<file path="src/rtl/lr_rmw_seq.sv">
// Read-modify-write sequencer: fetch (HL), one ALU pass, update flags, write back or return the byte.
// Latency 4 (no writeback) / 5 (writeback) cycles with zero-wait memory; one command at a time; LR_RMW_TIMEOUT_EN adds an ack watchdog.
module lr_rmw_seq #(
    parameter int unsigned TIMEOUT = 255
) (
    input  logic        clk,
    input  logic        rst,
    input  logic        cmd_valid,
    output logic        cmd_ready,
    input  logic [4:0]  cmd_op,
    input  logic [15:0] cmd_addr,
    input  logic [7:0]  cmd_b,
    input  logic        cmd_wb,
    input  logic [3:0]  cmd_fmask,
    input  logic        cmd_swap,
    output logic [15:0] mem_addr,
    output logic        mem_rd,
    output logic        mem_wr,
    output logic [7:0]  mem_wdata,
    input  logic [7:0]  mem_rdata,
    input  logic        mem_ack,
    output logic [4:0]  alu_op,
    output logic [15:0] alu_a,
    output logic [15:0] alu_b,
    output logic        alu_c,
    input  logic [15:0] alu_d,
    input  logic        alu_z,
    input  logic        alu_h,
    input  logic        alu_cy,
    output logic [3:0]  flags,
    output logic        res_valid,
    output logic [7:0]  res_data,
    output logic        err
);
    localparam logic [4:0] OP_SUB = 5'h07;
    localparam logic [4:0] OP_SBC = 5'h08;

    typedef enum logic [2:0] {S_IDLE, S_RD, S_EXEC, S_WR, S_DONE} state_t;

    state_t      state_q;
    logic [4:0]  op_q;
    logic [4:0]  alu_op_q;
    logic [15:0] addr_q;
    logic [15:0] mem_addr_q;
    logic [7:0]  b_q;
    logic [7:0]  opnd_q;
    logic [7:0]  result_q;
    logic [7:0]  mem_wdata_q;
    logic        wb_q;
    logic        swap_q;
    logic        mem_rd_q;
    logic        mem_wr_q;
    logic        res_valid_q;
    logic [3:0]  fmask_q;
    logic [3:0]  flags_q;
    logic [3:0]  flags_d;

`ifdef LR_RMW_TIMEOUT_EN
    localparam logic [7:0] TO_LIM = 8'(TIMEOUT);
    logic [7:0] cnt_q;
    logic       err_q;
    logic       to_hit;
    assign to_hit = (cnt_q + 8'd1) == TO_LIM;
    assign err    = err_q;
`else
    logic unused_timeout;
    assign unused_timeout = ^TIMEOUT;
    assign err            = 1'b0;
`endif

    logic unused_alu_hi;
    assign unused_alu_hi = ^alu_d[15:8];

    assign cmd_ready = (state_q == S_IDLE);
    assign mem_addr  = mem_addr_q;
    assign mem_rd    = mem_rd_q;
    assign mem_wr    = mem_wr_q;
    assign mem_wdata = mem_wdata_q;
    assign alu_op    = alu_op_q;
    assign alu_a     = {8'h00, swap_q ? b_q : opnd_q};
    assign alu_b     = {8'h00, swap_q ? opnd_q : b_q};
    assign alu_c     = flags_q[0];
    assign flags     = flags_q;
    assign res_valid = res_valid_q;
    assign res_data  = result_q;

    // Flag order {Z,N,H,C}; masked-off flags keep their value.
    always_comb begin
        flags_d = flags_q;
        if (fmask_q[3]) flags_d[3] = alu_z;
        if (fmask_q[2]) flags_d[2] = (op_q == OP_SUB) || (op_q == OP_SBC);
        if (fmask_q[1]) flags_d[1] = alu_h;
        if (fmask_q[0]) flags_d[0] = alu_cy;
    end

    always_ff @(posedge clk or posedge rst) begin
        if (rst) begin
            state_q     <= S_IDLE;
            op_q        <= '0;
            alu_op_q    <= '0;
            addr_q      <= '0;
            mem_addr_q  <= '0;
            b_q         <= '0;
            opnd_q      <= '0;
            result_q    <= '0;
            mem_wdata_q <= '0;
            wb_q        <= 1'b0;
            swap_q      <= 1'b0;
            mem_rd_q    <= 1'b0;
            mem_wr_q    <= 1'b0;
            res_valid_q <= 1'b0;
            fmask_q     <= '0;
            flags_q     <= '0;
`ifdef LR_RMW_TIMEOUT_EN
            cnt_q       <= '0;
            err_q       <= 1'b0;
`endif
        end else begin
            res_valid_q <= 1'b0;
            case (state_q)
                S_IDLE: begin
                    if (cmd_valid) begin
                        op_q       <= cmd_op;
                        addr_q     <= cmd_addr;
                        b_q        <= cmd_b;
                        wb_q       <= cmd_wb;
                        fmask_q    <= cmd_fmask;
                        swap_q     <= cmd_swap;
                        mem_addr_q <= cmd_addr;
                        mem_rd_q   <= 1'b1;
                        state_q    <= S_RD;
                    end
                end
                S_RD: begin
                    if (mem_ack) begin
                        opnd_q   <= mem_rdata;
                        alu_op_q <= op_q;
                        mem_rd_q <= 1'b0;
                        state_q  <= S_EXEC;
                    end
`ifdef LR_RMW_TIMEOUT_EN
                    else if (to_hit) begin
                        mem_rd_q    <= 1'b0;
                        err_q       <= 1'b1;
                        result_q    <= 8'hFF;
                        res_valid_q <= 1'b1;
                        state_q     <= S_IDLE;
                    end else begin
                        cnt_q <= cnt_q + 8'd1;
                    end
`endif
                end
                S_EXEC: begin
                    result_q <= alu_d[7:0];
                    flags_q  <= flags_d;
                    if (wb_q) begin
                        mem_wr_q    <= 1'b1;
                        mem_wdata_q <= alu_d[7:0];
                        mem_addr_q  <= addr_q;
                        state_q     <= S_WR;
                    end else begin
                        res_valid_q <= 1'b1;
                        state_q     <= S_DONE;
                    end
                end
                S_WR: begin
                    if (mem_ack) begin
                        mem_wr_q    <= 1'b0;
                        res_valid_q <= 1'b1;
                        state_q     <= S_DONE;
                    end
`ifdef LR_RMW_TIMEOUT_EN
                    else if (to_hit) begin
                        mem_wr_q    <= 1'b0;
                        err_q       <= 1'b1;
                        result_q    <= 8'hFF;
                        res_valid_q <= 1'b1;
                        state_q     <= S_IDLE;
                    end else begin
                        cnt_q <= cnt_q + 8'd1;
                    end
`endif
                end
                S_DONE: begin
                    state_q <= S_IDLE;
                end
                default: begin
                    state_q <= S_IDLE;
                end
            endcase
`ifdef LR_RMW_TIMEOUT_EN
            // Counter rests at zero outside the bus states, so each RD/WR entry starts fresh.
            if (state_q != S_RD && state_q != S_WR) cnt_q <= '0;
`endif
        end
    end
endmodule

</file>
<file path="config.mk">
export PLATFORM = sky130hd
export DESIGN_NAME = lr_rmw_seq
export DESIGN_NICKNAME = d
export VERILOG_FILES = /design/src/rtl/lr_rmw_seq.sv
export SDC_FILE = /design/constraint.sdc
export NUM_CORES = 1
export LEC_CHECK = 0
export ABC_AREA = 1
export CORE_MARGIN = 3
export CORE_UTILIZATION = 40
export DETAILED_ROUTE_END_ITERATION = 12
export PLACE_DENSITY = 0.72
export SETUP_SLACK_MARGIN = 0.4
export SLEW_MARGIN = 20
export SYNTH_ARGS = -nofsm -noshare
export SYNTH_HDL_FRONTEND = slang
export SYNTH_SLANG_ARGS = --single-unit
</file>
<file path="constraint.sdc">
create_clock -name clk -period 5.4 [get_ports clk]
set_input_delay 1.62 -clock clk [delete_from_list [all_inputs] [get_ports clk]]
set_output_delay 1.62 -clock clk [all_outputs]
set_load 0.005 [all_outputs]
</file>
==> flow_metrics.py <==
metrics = {
    "outcome": {
        "run_status": "finished clean",
    },
    "routing": {
        "dr_total_vias": 3474,
        "route.detailed.vias_per_inst": 4.69,
        "detailedRoute.firstIterationViolations": 230,
        "drc": 0,
        "postRouteWirelength_microns": 9810,
        "wl_per_cell_microns": 13.3,
        "drt_first_pass_iters": 5,
        "ant_nets": 0,
    },
    "global_route": {
        "top_usage_layer": "met2",
        "first_global_vias": 3280,
        "grt_util_met1_pct": 23.0,
        "grt.total_usage_pct": 17.3,
        "antenna_found_initial": 0,
        "global_route_met3_usage_pct": 4.72,
        "grt_residual_overflow": 0,
        "gr-usage-met2_pct": 27.9,
        "grt_first_pass_wirelength_microns": 16200,
        "grt_start_max_net_pins": 60,
    },
    "floorplanning": {
        "floorplan.io_pins": 145,
        "start_util_pct": 42.0,
        "core_area_sq_um": 9950,
        "die_area_sq_um": 11700,
        "die_height_microns": 108,
        "dieWidth_microns": 108,
        "placement_rows": 36,
    },
    "clock_tree": {
        "max-clock-path-buffers": 2,
        "number_of_buffers_created_by_cts": 9,
        "worstSkewPairLatency_ns": 0.35,
        "cts_setup_buffers": 0,
        "cts_tree": "done",
        "ctsHtreeMaxLevel": 3,
        "clkTransAtPathRegs_ns": 0.08,
        "clock_sinks": 90,
        "ctsRootBufferMaster": "clkbuf_8",
        "cts_resized": 0,
        "cts.hold.buffers_added": 0,
    },
    "cells_and_area": {
        "num-fill-cells": 931,
        "layout-area-overhead-vs-synth_pct": 32.4,
        "drive_above_1_share_pct": 6.59,
        "antennaDiodeCount": 0,
        "layoutNonFillerInstCount": 740,
        "nNetsFinal": 670,
    },
    "setup_path": {
        "worstSetupPathType": "flip-flop to output port",
        "timing.rr.end": "op_q[0]",
        "crit-reg2reg-launch": "state_q[0]",
        "reg2reg_depth": 5,
        "critical_path.startpoint_type": "flip-flop",
        "cp_data_arrival_time_ns": 2.02,
        "regToRegSetupSlack_ns": 3.20,
        "worst_setup_path_end_kind": "output port",
        "cells_along_the_critical_path": "nand2_1, o21ai_0, clkdlybuf4s50_1",
        "critPathMaxFanout": 33,
        "crit_path_max_incr_delay_ns": 0.90,
        "cp_slowest_cell": "dfrtp_1",
        "crit_required_ns": 3.78,
    },
    "power": {
        "comb_power_share_pct": 45.6,
        "intPower_mw": 1.96,
        "power.ir.vdd_worst_mv": 0.214,
        "clock_power_share_pct": 14.9,
        "powerDensity_nw_per_um2": 555,
        "seq_power_share_pct": 39.6,
        "cellLeakagePower_nw": 2.76,
        "sw_frac_of_total_pct": 36.3,
        "power.net_switching_mw": 1.11,
    },
    "logic_synthesis": {
        "synth_top_cell_area_share_pct": 53.9,
        "synth_area_leader_cell": "dfrtp_1",
        "netlist_area_sq_um": 4180,
        "postSynth.asyncResetShare_pct": 100,
        "postSynth.topFlopCell": "dfrtp_1",
        "synth-seq-area-share_pct": 53.9,
        "synth_cells": 499,
        "syn_area_per_cell_sq_um": 8.37,
        "synth.top_cells.by_area": "dfrtp_1 (54%), nand2_1 (13%), o21ai_0 (5.5%)",
        "synth_common_cells": "nand2_1 (144), dfrtp_1 (90), inv_1 (60), o21ai_0 (46), nand3_1 (41)",
        "synth-seq-cells": 90,
        "synthMostInstantiatedCell": "nand2_1",
        "synth.yosys.warnings": 0,
        "synth_edf_count": 0,
        "synth.distinct_cells": 22,
    },
    "min_path": {
        "holdCritPathClass": "flip-flop to flip-flop",
        "holdPathEnd": "flags[3]",
        "min_path_cells": 2,
        "hold_start": "flags[3]",
    },
    "sta": {
        "slew_violations": 0,
        "post-route-min-period_ns": 3.64,
        "worst-slew-pin-transition_ns": 0.842,
        "grt_setup_unrepaired": "no",
        "fmax_mhz": 274,
        "worst_slack_ns": 1.76,
        "worst_hold_slack_ns": 0.485,
        "final_setup_tns_ns": 0,
        "hold_viol_final": 0,
        "finClkSkew_ns": 0.00742,
        "report.final.setup_viol": 0,
        "layout_worst_path_cycle_share_pct": 67.5,
        "slew-limit-headroom_pct": 43.9,
    },
    "placed_design": {
        "post-dp-hpwl_microns": 6740,
        "port-buffer-count": 119,
        "placedCellCount": 726,
        "gpl.final_weighted_congestion": 0.776,
        "dp_slack_ns": 1.96,
    },
    "flow_run": {
        "cap_violations": 0,
    },
}
## metal layers
| metal | share of wire [%] | vias to the layer above | wire length [microns] |
|---|---|---|---|
| met1 | 43 | 1619 | 4260 |
| li1 | - | 1733 | - |
| met4 | 1.3 | 0 | 129 |
| met2 | 48 | 111 | 4720 |
| met3 | 7.1 | 11 | 701 |
| met5 | 0 | - | 0 |
## stage by stage
step / util (%) / power [mW] / cell area [sq um]
detailed placement: 53.7 / 2.65 / 5340
global route: 55.6 / 3.35 / 5530
CTS: 55.6 / 3.11 / 5530
finish: 55.6 / 3.07 / 5530
floorplan: - / 1.95 / 4240
global placement: 53.7 / 2.60 / 5340
## how the worst max path moves through the flow
stage	from	cells past startpoint	slack (ns)	end
2_1_floorplan	rst	1	1.44	addr_q[0]
3_3_place_gp	cmd_valid	5	1.96	op_q[1]
3_5_place_dp	cmd_valid	5	1.96	b_q[1]
4_1_cts	swap_q	3	1.77	alu_a[0]
5_1_grt	swap_q	3	1.56	alu_a[2]
6_report	swap_q	3	1.76	alu_a[0]
## sequential cells by signal, indices dropped and copies added (netlist names), 3 cells and up
signal     count
op_q           5
alu_op         5
state_q        3
addr_q        16
mem_addr      16
flags          4
res_data       8
b_q            8
opnd_q         8
fmask_q        4
mem_wdata      8
## logic make-up after synthesis
logic type,Yosys count,share of synthesized area (%)
and+or+nand+nor,219,22.4
buffers and inverters,105,12.2
DFF,90,53.9
AOI/OAI and AO/OA,84,11.4
other,1,0.0897
## cell usage in the layout, fill, tap and decap left out, drive strengths merged
cell / synthesis / final
nand2: 145 / 145
clkdlybuf4s50: 0 / 119
dfrtp: 90 / 90
inv: 62 / 62
o21ai: 60 / 60
nand3: 45 / 45
nor2: 28 / 28
a21oi: 22 / 22
conb: 1 / 17
clkbuf: 7 / 11
o22ai: 2 / 2
clkinv: 0 / 2
buf: 36 / 2
nor3: 1 / 1
bufinv: 0 / 1
## area by class of cell
type | count | area [sq um] | area share, %
Sequential cell | 90 | 2250 | 40.7
Multi-Input combinational cell | 320 | 1480 | 26.8
Timing Repair Buffer | 121 | 1210 | 21.8
Inverter | 62 | 235 | 4.25
Tap cell | 133 | 166 | 3.01
Clock buffer | 11 | 151 | 2.74
Clock inverter | 3 | 40.0 | 0.723
## worst max-delay path: cells and delay by family, from the launching register on
kind            cells  cell delay [ns]
buf+inv             1             0.55
flops               1             0.90
compound gates      1             0.12
simple gates        1             0.10
## power groups by stage
stage               Combinational (mW)  Clock, mW  Sequential (mW)
finish                            1.40      0.456             1.22
CTS                               1.42      0.472             1.22
global placement                  1.39          0             1.21
floorplan                        0.770          0             1.18
detailed placement                1.42          0             1.23
global route                      1.58      0.503             1.26
Note: power is estimated with default switching activity, not from simulation.
==> edit, RTL diff (same flow settings) <==
The 5 states of `state_t` get a one-hot encoding in 5 bits.
--- a/src/rtl/lr_rmw_seq.sv
+++ b/src/rtl/lr_rmw_seq.sv
@@ -35,7 +35,7 @@
     localparam logic [4:0] OP_SUB = 5'h07;
     localparam logic [4:0] OP_SBC = 5'h08;
 
-    typedef enum logic [2:0] {S_IDLE, S_RD, S_EXEC, S_WR, S_DONE} state_t;
+    typedef enum logic [4:0] {S_IDLE = 5'b00001, S_RD = 5'b00010, S_EXEC = 5'b00100, S_WR = 5'b01000, S_DONE = 5'b10000} state_t;
 
     state_t      state_q;
     logic [4:0]  op_q;
Function: same outputs for any inputs over 4 cycles, from zero or initial values and one cycle with rst high; so few cycles prove little.
==> edit against the original RTL <==
Area after synthesis up 1.2%; wire length increased by 5.0%; total power shrank 4.5%; cell area increased by 0.95%; largest power group unchanged; sequential cell count increased by 2; die area rose by 1.1%; setup slack lost 2.2 ps.
==> edit: results (changes against the original RTL) <==
* Status: complete, no violations
* Cells after DPL at 730 (+0.55%)
* Port Buffer Count at 119 (unchanged)
* Synth top cells by count: nand2_1, dfrtp_1, o21ai_0
* GRT Resource Usage Total at 17.7% (+0.39 points)
* Final Power at 0.00294 W (-4.5%)
* Post-synthesis sequential area ratio at 54.5% (+0.59 points)
* First-pass GRT wire length at 16500 µm (+1.9%)
* Gpl congestion at 0.761 (-1.9%)
* Vias in the first global route at 3494 (+6.5%)
* Worst r2r dst: mem_addr[11]
* Avg WL per Cell at 13.8 µm (+4.1%)
* Top post-synthesis cells by area: dfrtp_1, nand2_1, o21ai_0
* Final-stage net count at 674 (+0.60%)
* Hold Startpoint: mem_addr[14]
* Static Leak at 2.70 nW (-2.2%)
* DR vias at 3594 (+3.5%)
* DR iter-0 viols at 168 (-27%)
* Vias/cell at 4.82 (+2.6%)
* Fraction of registers with async set/reset at 100% (unchanged)
* Post-Syn Area per Cell at 8.39 µm² (+0.16%)
* Sequential power share at 41.2% (+1.6 points)
* FF-to-FF Start: state_q[1]
* Post_cts resized at 0 (unchanged)
* Worst hold path class: reg -> reg
* PnR worst setup slack at 1750 ps (-2.21 ps)
* Clock transition at path regs at 80 ps (about the same)
* Setup Skew at 13.4 ps (+6.01 ps)
* Pre-CTS WS at 1640 ps (-322 ps)
* Largest net degree at the start of global routing at 64 (+6.7%)
* # fillers at 912 (-2.0%)
* CP endpoint: alu_b[0]
* Post-DP HPWL at 7080 µm (+5.0%)
* Max VDD drop at 242 µV (+13%)
* Slew @ Worst Pin at 962 ps (+120 ps)
* Yosys cell types at 26 (+18%)
* Flop2flop setup slack at 2450 ps (-750 ps)
* Share of cells above drive strength 1 at 5.55% (-1.0 points)
* Fin Hold WS at 474 ps (-11.3 ps)
* Combinational power at 0.00125 W (-11%)
* Pint at 0.00189 W (-3.4%)
* Clock Latency Late Sink at 340 ps
edit: changes by cell type in the layout (fill, tap and decap cells not counted), moves of 14 or more:
| cell | before | now |
|---|---|---|
| nand2_1 | 144 | 205 |
| nand4_1 | 0 | 20 |
| nand3_1 | 41 | 25 |
| a21oi_2 | 14 | 0 |
| inv_1 | 59 | 35 |
| nor2_1 | 26 | 2 |
edit: worst min-delay path by stage:
stage,end,cells after the start
6_report,mem_addr[14],2
5_1_grt,mem_addr[11],2
4_1_cts,mem_addr[9],2
3_5_place_dp,mem_addr[9],2
3_3_place_gp,mem_addr[14],2
2_1_floorplan,addr_q[0],2
edit: kinds of logic after synthesis:
logic type,synth area share (%)
compound gates,8.05
buf+inv,10.2
flops,54.5
other cells,0.0887
simple gates,27.2
edit: final cells by class:
class / count / area (µm²) / area share (%)
clock buffer: 10 / 138 / 2.46
clock inverter: 6 / 68.8 / 1.23
inverter: 41 / 158 / 2.82
multi-input combinational: 344 / 1550 / 27.8
sequential: 92 / 2300 / 41.2
tap: 133 / 166 / 2.98
timing repair buffer: 120 / 1200 / 21.5
edit: per-stage QoR:
step | utilization, % | cell area, µm²
after global routing | 55.6 | 5590
after CTS | 55.6 | 5590
after detailed placement | 53.6 | 5380
final | 55.6 | 5590
after global placement | 53.6 | 5380
after floorplan | - | 4290
edit: routing by layer:
| metal | GRT usage (%) | share of wire, % | vias to the layer above |
|---|---|---|---|
| li1 | - | - | 1772 |
| met1 | 23.1 | 42 | 1699 |
| met2 | 29.3 | 51 | 115 |
| met3 | 3.55 | 5.9 | 8 |
| met4 | 6.40 | 1.1 | 0 |
| met5 | 0 | 0 | - |
edit: tightest hold or removal path: stages (launching register included):
cell	delay (ps)
dfrtp_1	350
nand2_1	50
nand2_1	40
